File: config.mk
export PLATFORM = sky130hd
export DESIGN_NAME = instr_fetch
export DESIGN_NICKNAME = d
export VERILOG_FILES = /design/src/rtl/ifetch_pkg.sv /design/src/rtl/ifetch_fifo.sv /design/src/rtl/instr_fetch.sv
export SDC_FILE = /design/constraint.sdc
export NUM_CORES = 1
export LEC_CHECK = 0
export BUFFER_PORTS_ARGS = -buffer_cell sky130_fd_sc_hd__clkbuf_2
export CORE_MARGIN = 8
export CORE_UTILIZATION = 46
export DETAILED_ROUTE_END_ITERATION = 7
export GPL_ROUTABILITY_DRIVEN = 0
export PLACE_DENSITY = 0.86
export SLEW_MARGIN = 10
export SYNTH_ARGS = -nofsm -noshare
export SYNTH_HDL_FRONTEND = slang
export SYNTH_SLANG_ARGS = --single-unit
File: constraint.sdc
create_clock -name clk -period 2.5 [get_ports clk]
set_input_delay 0.25 -clock clk [delete_from_list [all_inputs] [get_ports clk]]
set_output_delay 0.25 -clock clk [all_outputs]
set_load 0.1 [all_outputs]
File: src/rtl/ifetch_pkg.sv
// Shared types for the instruction fetch stage: FSM state encoding and prefetch entry layout.
// Entry widths track the instr_fetch defaults (16-bit words, 8-bit word addresses).
package ifetch_pkg;

    localparam int IFETCH_DW = 16;
    localparam int IFETCH_AW = 8;

    typedef enum logic [1:0] {
        S_IDLE  = 2'd0,
        S_FETCH = 2'd1,
        S_HALT  = 2'd2
    } state_t;

    typedef struct packed {
        logic [IFETCH_AW-1:0] pc;
        logic [IFETCH_DW-1:0] instr;
    } fetch_entry_t;

endpackage

File: src/rtl/ifetch_fifo.sv
// Sync FIFO of entries with combinational head; push/pop take effect at the clock edge, flush empties it.
// Latency: push visible at head the next cycle. Backpressure: caller must not push when full unless popping.
module ifetch_fifo #(
    parameter type T     = logic,
    parameter int  DEPTH = 2
) (
    input  logic clk,
    input  logic rst_n,
    input  logic push,
    input  T     push_dat,
    input  logic pop,
    input  logic flush,
    output T     head,
    output logic full,
    output logic empty
);
    localparam int PW = $clog2(DEPTH);

    T              mem [DEPTH];
    logic [PW-1:0] wr_ptr;
    logic [PW-1:0] rd_ptr;
    logic [PW:0]   count;

    assign head  = mem[rd_ptr];
    assign full  = (count == (PW+1)'(DEPTH));
    assign empty = (count == '0);

    always_ff @(posedge clk) begin
        if (push) begin
            mem[wr_ptr] <= push_dat;
        end
    end

    always_ff @(posedge clk) begin
        if (!rst_n || flush) begin
            wr_ptr <= '0;
            rd_ptr <= '0;
            count  <= '0;
        end else begin
            if (push) begin
                wr_ptr <= wr_ptr + 1'b1;
            end
            if (pop) begin
                rd_ptr <= rd_ptr + 1'b1;
            end
            case ({push, pop})
                2'b10:   count <= count + 1'b1;
                2'b01:   count <= count - 1'b1;
                default: count <= count;
            endcase
        end
    end

endmodule

File: src/rtl/instr_fetch.sv
// Fetch stage: PC + FSM drive an async-read RAM, words land in a prefetch FIFO presented as {pc, instr}.
// Latency: address in cycle N -> instr_valid_o in N+1; fetch stalls when the FIFO is full and not popping.
// IFETCH_PERF_EN adds wrapping 16-bit fetch and stall counters.
module instr_fetch
    import ifetch_pkg::*;
#(
    parameter int DATA_WIDTH = IFETCH_DW,
    parameter int ADDR_WIDTH = IFETCH_AW,
    parameter int FIFO_DEPTH = 2,
    parameter logic [ADDR_WIDTH-1:0] RESET_PC = '0
) (
    input  logic                  clk,
    input  logic                  rst_n,
    input  logic                  start_i,
    input  logic                  halt_i,
    input  logic                  redirect_valid_i,
    input  logic [ADDR_WIDTH-1:0] redirect_pc_i,
    output logic [ADDR_WIDTH-1:0] mem_addr_o,
    output logic                  mem_cs_o,
    output logic                  mem_oe_o,
    output logic                  mem_we_o,
    input  logic [DATA_WIDTH-1:0] mem_data_i,
    output logic                  instr_valid_o,
    output logic [DATA_WIDTH-1:0] instr_o,
    output logic [ADDR_WIDTH-1:0] instr_pc_o,
    input  logic                  instr_ready_i,
    output logic [ADDR_WIDTH-1:0] pc_o,
    output logic                  busy_o
`ifdef IFETCH_PERF_EN
    ,
    output logic [15:0]           perf_fetch_cnt_o,
    output logic [15:0]           perf_stall_cnt_o
`endif
);
    state_t                state;
    logic [ADDR_WIDTH-1:0] pc;
    logic                  full;
    logic                  empty;
    logic                  pop;
    logic                  fetch_en;
    fetch_entry_t          push_entry;
    fetch_entry_t          head;

    assign pop      = ~empty & instr_ready_i;
    assign fetch_en = (state == S_FETCH) & ~redirect_valid_i & (~full | pop);

    assign mem_addr_o    = pc;
    assign pc_o          = pc;
    assign mem_cs_o      = fetch_en;
    assign mem_oe_o      = fetch_en;
    assign mem_we_o      = 1'b0;
    assign instr_valid_o = ~empty;
    assign instr_o       = head.instr;
    assign instr_pc_o    = head.pc;
    assign busy_o        = (state != S_IDLE) | ~empty;

    assign push_entry = '{pc: pc, instr: mem_data_i};

    // A redirect flushes after any same-cycle pop; fetch_en is already low so nothing is pushed.
    ifetch_fifo #(
        .T     (fetch_entry_t),
        .DEPTH (FIFO_DEPTH)
    ) u_fifo (
        .clk      (clk),
        .rst_n    (rst_n),
        .push     (fetch_en),
        .push_dat (push_entry),
        .pop      (pop),
        .flush    (redirect_valid_i),
        .head     (head),
        .full     (full),
        .empty    (empty)
    );

    always_ff @(posedge clk) begin
        if (!rst_n) begin
            state <= S_IDLE;
            pc    <= RESET_PC;
        end else if (redirect_valid_i) begin
            pc <= redirect_pc_i;
            if (halt_i) begin
                state <= S_HALT;
            end
        end else begin
            if (fetch_en) begin
                pc <= pc + 1'b1;
            end
            // halt outranks start even when halt has no effect in the current state
            if (halt_i) begin
                if (state == S_FETCH) begin
                    state <= S_HALT;
                end
            end else if (start_i && state != S_FETCH) begin
                state <= S_FETCH;
            end
        end
    end

`ifdef IFETCH_PERF_EN
    always_ff @(posedge clk) begin
        if (!rst_n) begin
            perf_fetch_cnt_o <= '0;
            perf_stall_cnt_o <= '0;
        end else begin
            if (fetch_en) begin
                perf_fetch_cnt_o <= perf_fetch_cnt_o + 1'b1;
            end
            if (state == S_FETCH && !fetch_en && !redirect_valid_i) begin
                perf_stall_cnt_o <= perf_stall_cnt_o + 1'b1;
            end
        end
    end
`endif

endmodule

==> impl_metrics.py, run 1 <==
metrics = {
    "critical_path": {
        "required_ns": 2.25,
        "startpoint_type": "flip-flop",
        "worst_ep_arrival_time_ns": 1.94,
        "path_max_fanout": 10,
        "worstSetupPathType": "flip-flop to primary output",
        "worstSetupEndpointType": "primary output",
    },
    "detailed_routing": {
        "dr_total_vias": 1707,
        "dr.pass1.iters": 4,
        "viasPerCell": 5.10,
        "first_iter_violations": 89,
        "drt-total-wl_mm": 5.21,
        "drtAntennaViolNets": 0,
        "drc": 0,
        "wl_per_cell_um": 15.6,
    },
    "die": {
        "io_pins": 75,
        "rows": 27,
        "start_util_pct": 47.4,
        "coreArea_um2": 5510,
        "die-area_um2": 8340,
        "die_w_um": 91.3,
        "fp.dieH_um": 91.3,
    },
    "yosys": {
        "ys_async_sr_fraction_pct": 0,
        "ys_seq_area_share_pct": 66.7,
        "syn_nets": 218,
        "yosysUniqueCellTypes": 41,
        "synth_area_um2": 2610,
        "synth.top_cell.area_share_pct": 55.2,
        "avgSynthCellArea_um2": 14.0,
        "synth_top_family_by_area": "multiplexers",
        "synth_mux_area_share_pct": 10.7,
        "netlist_instances": 187,
        "synth-seq-cells": 63,
        "yosysMostFrequentCell": "edfxtp_1",
        "synthAdderAreaFrac_pct": 0.479,
        "yosys.area_share.simple_pct": 7.72,
        "synth_edf_count": 48,
        "yosysTopAreaCell": "edfxtp_1",
        "synth_compound_area_share_pct": 7.53,
        "yosysWarningCount": 0,
        "synth_common_cells": "48 x edfxtp_1, 24 x mux2_2, 17 x nand2_1, 15 x dfxtp_1, 10 x buf_4",
        "yosys-top-cells-area": "edfxtp_1 55%, dfxtp_1 12%, mux2_2 10%, buf_4 2.9%, nand2_1 2.4%",
        "ys.flop_type": "edfxtp_1",
        "synth_xor_area_share_pct": 1.01,
    },
    "clock_network": {
        "ctsResizeCount": 0,
        "h-tree-depth": 3,
        "cts_setup_buffers": 0,
        "clk_pin_slew_ns": 0.07,
        "cts_buffer_depth": 2,
        "numCtsBuffers": 9,
        "tritoncts": "done",
        "ctsHoldBuffers": 0,
        "clock_sinks": 63,
        "cts-root-buf": "clkbuf_8",
        "worstSkewPairLatency_ns": 0.32,
    },
    "run_status": {
        "status": "finished, final reports clean",
    },
    "sta": {
        "setup_violations": 0,
        "finalMaxSlewViolations": 0,
        "tns_ns": 0,
        "finClkSkew_ns": 0.0116,
        "timing.hold.ws_ns": 0.114,
        "relSlewSlack_pct": 63.1,
        "final.min_clock_period_ns": 2.19,
        "fmax_mhz": 458,
        "rsz0062_at_grt": "false",
        "hold_viol": 0,
        "period_share_pct": 87.4,
        "tightest_slew_ns": 0.556,
    },
    "global_route": {
        "track_usage_pct": 12.4,
        "antenna_found_initial": 0,
        "overflow": 0,
        "grt_pass1_wl_mm": 8.14,
        "grt_pass1_vias": 1693,
        "grt_max_degree": 25,
    },
    "power": {
        "p_per_area_nw_per_um2": 702,
        "p_seq_share_pct": 51.6,
        "power.switching_mw": 0.611,
        "swShare_pct": 27.1,
        "internal_power_mw": 1.65,
        "p_leak_nw": 1.22,
        "clkPwrFrac_pct": 35.3,
        "pwr-share-comb_pct": 13.1,
        "ir_drop_mv": 0.348,
    },
    "final_layout": {
        "drive_gt1_share_pct": 46.4,
        "syn2layout_area_growth_pct": 23.2,
        "final_nets": 290,
        "insertedDiodeCount": 0,
        "num-fill-cells": 417,
    },
    "place": {
        "portBuffers": 73,
        "dpl.hpwl_mm": 3.78,
    },
    "flow_run": {
        "cap_violations": 0,
    },
    "hold_path": {
        "worst_hold_path_type": "input port to flip-flop",
    },
}
metrics by stage:
stage | total power [mW] | util, % | instances | worst slack (ns) | instance area (um2)
2_1_floorplan | 1.43 | - | 187 | 0.148 | 2620
3_3_place_gp | 1.48 | 55.2 | 320 | 0.480 | 3040
3_5_place_dp | 1.48 | 55.2 | 320 | 0.431 | 3040
4_1_cts | 2.28 | 58.4 | 335 | 0.308 | 3220
5_1_grt | 2.33 | 58.4 | 335 | 0.183 | 3220
6_report | 2.26 | 58.4 | 335 | 0.315 | 3220
critical path: stages, from the launching register on:
cell and delay, ns:
dfxtp_1 0.41, nor3b_1 0.25, buf_4 0.18, or2_1 0.28, clkinv_2 0.25, buf_12 0.23
power groups by stage:
stage                     registers (mW)  clock network [mW]  logic (mW)
after floorplan                     1.24                   0       0.190
after global placement              1.18                   0       0.294
after detailed placement            1.19                   0       0.297
after CTS                           1.16               0.819       0.298
after global routing                1.17               0.861       0.309
final                               1.16               0.797       0.296
flip-flops by register name, indices dropped and copies added, names as in the netlist, named ones only:
name	count
state	2
u_fifo.rd_ptr	1
u_fifo.mem	48
u_fifo.wr_ptr	1
u_fifo.count	2
mem_addr_o	8
routing by layer:
| layer | vias to the layer above | routed length [um] | global-route usage, % |
|---|---|---|---|
| met4 | 0 | 19 | 4.23 |
| met5 | - | 0 | 0 |
| met3 | 2 | 545 | 7.24 |
| met1 | 798 | 2260 | 14.3 |
| met2 | 80 | 2390 | 18.6 |
| li1 | 827 | - | - |
cell families after synthesis:
logic type | after synthesis
other | 1
xor gates and xnor gates | 3
muxes | 25
buffers and inverters | 23
adders and majority gates | 1
and+or+nand+nor | 42
DFF | 63
AOI/OAI and AO/OA | 29
path summary, 6_finish.rpt:
| check | start | endpoint | slack, ns | cells past startpoint |
|---|---|---|---|---|
| worst min-delay path | mem_data_i[0] | u_fifo.mem[0][0] | 0.11 | 1 |
| worst max register to register | u_fifo.count[1] | u_fifo.mem[1][18] | 0.42 | 6 |
| worst max-delay path | u_fifo.count[1] | mem_oe_o | 0.31 | 5 |
| worst min register to register | state[1] | state[1] | 0.47 | 2 |
cell type report:
cell class              count  area, um2  share of cell area, %
flip-flops and latches     63       1740                   54.2
multi-input cells         101        724                   22.5
repair buffers             78        458                   14.2
clock buffers              10        128                   3.97
well taps                  72       90.1                   2.80
clock inverters             5       50.0                   1.56
inverters                   6       23.8                  0.739
placed cells by master (no fill, tap or decap), types with 3 or more instances in the layout:
master / count
a21oi_1: 7
buf_12: 4
buf_4: 3
clkbuf_2: 71
clkbuf_8: 9
dfxtp_1: 15
edfxtp_1: 48
inv_1: 5
mux2_2: 24
nand2_1: 17
nand3_1: 6
nor2_1: 5
nor3_1: 4
o21a_1: 3
o21ai_0: 6
Power figures use the tool's default switching activity.
==> run 2, diff against run 1 <==
Settings changed: CELL_PAD_IN_SITES_DETAIL_PLACEMENT set to 1, CELL_PAD_IN_SITES_GLOBAL_PLACEMENT set to 1, CORE_UTILIZATION 46 to 37.
==> run 2 against run 1 <==
Net effect: clock skew down 0.0060 ns; fmax down 4.9%; cell area up 3.1%; utilization down 9.6 points; register-to-register slack better by 0.08 ns; clock-buffer cell count down 1; sequential power about the same; critical path depth unchanged.
==> impl_metrics.py, run 2 (synthesized netlist as in run 1, its figures left out) <==
metrics = {
    "run_status": {
        "status": "finished, final reports clean",
    },
    "global_route": {
        "antenna_found_initial": 0,
        "overflow": 0,
        "grt_pass1_wl_mm": 9.93,
        "grt_pass1_vias": 1970,
        "track_usage_pct": 13.0,
        "grt_max_degree": 25,
    },
    "detailed_routing": {
        "drt-total-wl_mm": 6.11,
        "dr.pass1.iters": 4,
        "wl_per_cell_um": 17.0,
        "drtAntennaViolNets": 0,
        "first_iter_violations": 45,
        "drc": 0,
        "dr_total_vias": 1761,
        "viasPerCell": 4.89,
    },
    "critical_path": {
        "worstSetupPathType": "flip-flop to primary output",
        "r2r-start": "state[0]",
        "slowest_delay_ns": 0.51,
        "path_max_fanout": 10,
        "required_ns": 2.25,
        "worst_ep_arrival_time_ns": 2.05,
        "startpoint_type": "flip-flop",
        "rrSetupSlack_ns": 0.50,
        "path_cells": "or3b_1 -> or2_4 -> clkinv_2 -> buf_4 -> buf_12",
        "worstSetupStartpoint": "state[0]",
        "critPathSlowestCell": "or3b_1",
        "r2r-end": "u_fifo.mem[1][15]",
        "r2r_cells": 5,
        "worstSetupEndpointType": "primary output",
        "setup.worst_path.end": "mem_oe_o",
    },
    "final_layout": {
        "multi_input_area_um2": 727,
        "num-fill-cells": 719,
        "top_register": "u_fifo.mem",
        "layout_common_cells": "71 x clkbuf_2, 48 x edfxtp_1, 24 x mux2_2, 17 x nand2_1, 15 x dfxtp_1",
        "final_cells": 360,
        "drive_gt1_share_pct": 48.1,
        "final_common_cell": "clkbuf_2",
        "insertedDiodeCount": 0,
        "seq_area_um2": 1740,
        "largest_reg_flops": 48,
        "syn2layout_area_growth_pct": 27.0,
        "final_nets": 290,
    },
    "place": {
        "portBuffers": 73,
        "dpl.hpwl_mm": 4.33,
        "place_inst": 344,
    },
    "sta": {
        "tightest_slew_ns": 0.560,
        "final.min_clock_period_ns": 2.30,
        "finClkSkew_ns": 0.00565,
        "timing.hold.ws_ns": 0.0965,
        "rsz0062_at_grt": "false",
        "period_share_pct": 91.9,
        "fmax_mhz": 435,
        "tns_ns": 0,
        "setup_violations": 0,
        "finalMaxSlewViolations": 0,
        "hold_viol": 0,
        "relSlewSlack_pct": 62.8,
    },
    "die": {
        "coreArea_um2": 6790,
        "io_pins": 75,
        "die_w_um": 100,
        "rows": 30,
        "start_util_pct": 38.4,
        "fp.dieH_um": 100,
        "die-area_um2": 10000,
    },
    "hold_path": {
        "holdPathStages": 1,
        "worst_hold_path_type": "input port to flip-flop",
    },
    "power": {
        "p_per_area_nw_per_um2": 765,
        "ir_drop_mv": 0.342,
        "p_leak_nw": 1.26,
        "total_power_mw": 2.54,
    },
    "clock_network": {
        "cts_buffer_depth": 2,
        "ctsHoldBuffers": 0,
        "clk_pin_slew_ns": 0.08,
        "worstSkewPairLatency_ns": 0.33,
        "cts-root-buf": "clkbuf_8",
        "numCtsBuffers": 9,
        "clock_sinks": 63,
        "h-tree-depth": 3,
        "tritoncts": "done",
    },
    "flow_run": {
        "cap_violations": 0,
    },
}
==> run 2: changes by cell type in the layout (fill, tap and decap cells not counted), sizes merged <==
cell and change:
clkinv -1, bufinv +2, clkbuf -1, inv +1
==> run 2: per-stage QoR <==
step	instance area (um2)	setup slack [ns]	utilization, %
final	3310	0.202	48.8
after global routing	3310	0.105	48.8
after CTS	3310	0.0892	48.7
after detailed placement	3070	0.303	45.2
after global placement	3070	0.395	45.2
after floorplan	2620	0.148	-
==> run 2: worst min-delay path by stage <==
stage | to | startpoint
finish | u_fifo.mem[1][1] | mem_data_i[1]
detailed placement | u_fifo.mem[0][6] | mem_data_i[6]
CTS | u_fifo.mem[0][6] | mem_data_i[6]
global placement | u_fifo.mem[0][13] | mem_data_i[13]
floorplan | u_fifo.mem[0][0] | mem_data_i[0]
global route | u_fifo.mem[1][1] | mem_data_i[1]
==> run 2: metal layers <==
layer  share of wire, %  track usage, %  up-vias  wire, um
li1                   -               -      822         -
met5                  0               0        -         0
met2                 52            21.9       51      3180
met1                 41            13.9      882      2490
met3                6.2            5.54        6       379
met4               0.95            5.58        0        58
==> run 2: critical path: cells and delay by family, from the launching register on <==
family / cells / cell delay, ns
AND/OR/NAND/NOR: 2 / 0.86
flip-flops: 1 / 0.36
buffers and inverters: 3 / 0.47
==> run 2: cell type report <==
class | instances | share of cell area (%)
sequential | 63 | 52.5
multi-input combinational | 101 | 21.9
timing repair buffer | 78 | 13.8
clock buffer | 9 | 3.74
clock inverter | 7 | 3.62
tap | 96 | 3.62
inverter | 6 | 0.717
==> run 2: where the power goes <==
group	switching, mW	total (mW)	internal, mW
registers	0.0220	1.16	1.14
clock network	0.408	1.07	0.665
logic	0.241	0.298	0.0574
==> run 2: what timing repair did <==
action,in CTS,in global routing
setup buffers,0,0
resized for setup,0,1
endpoints found under the setup margin,0,2
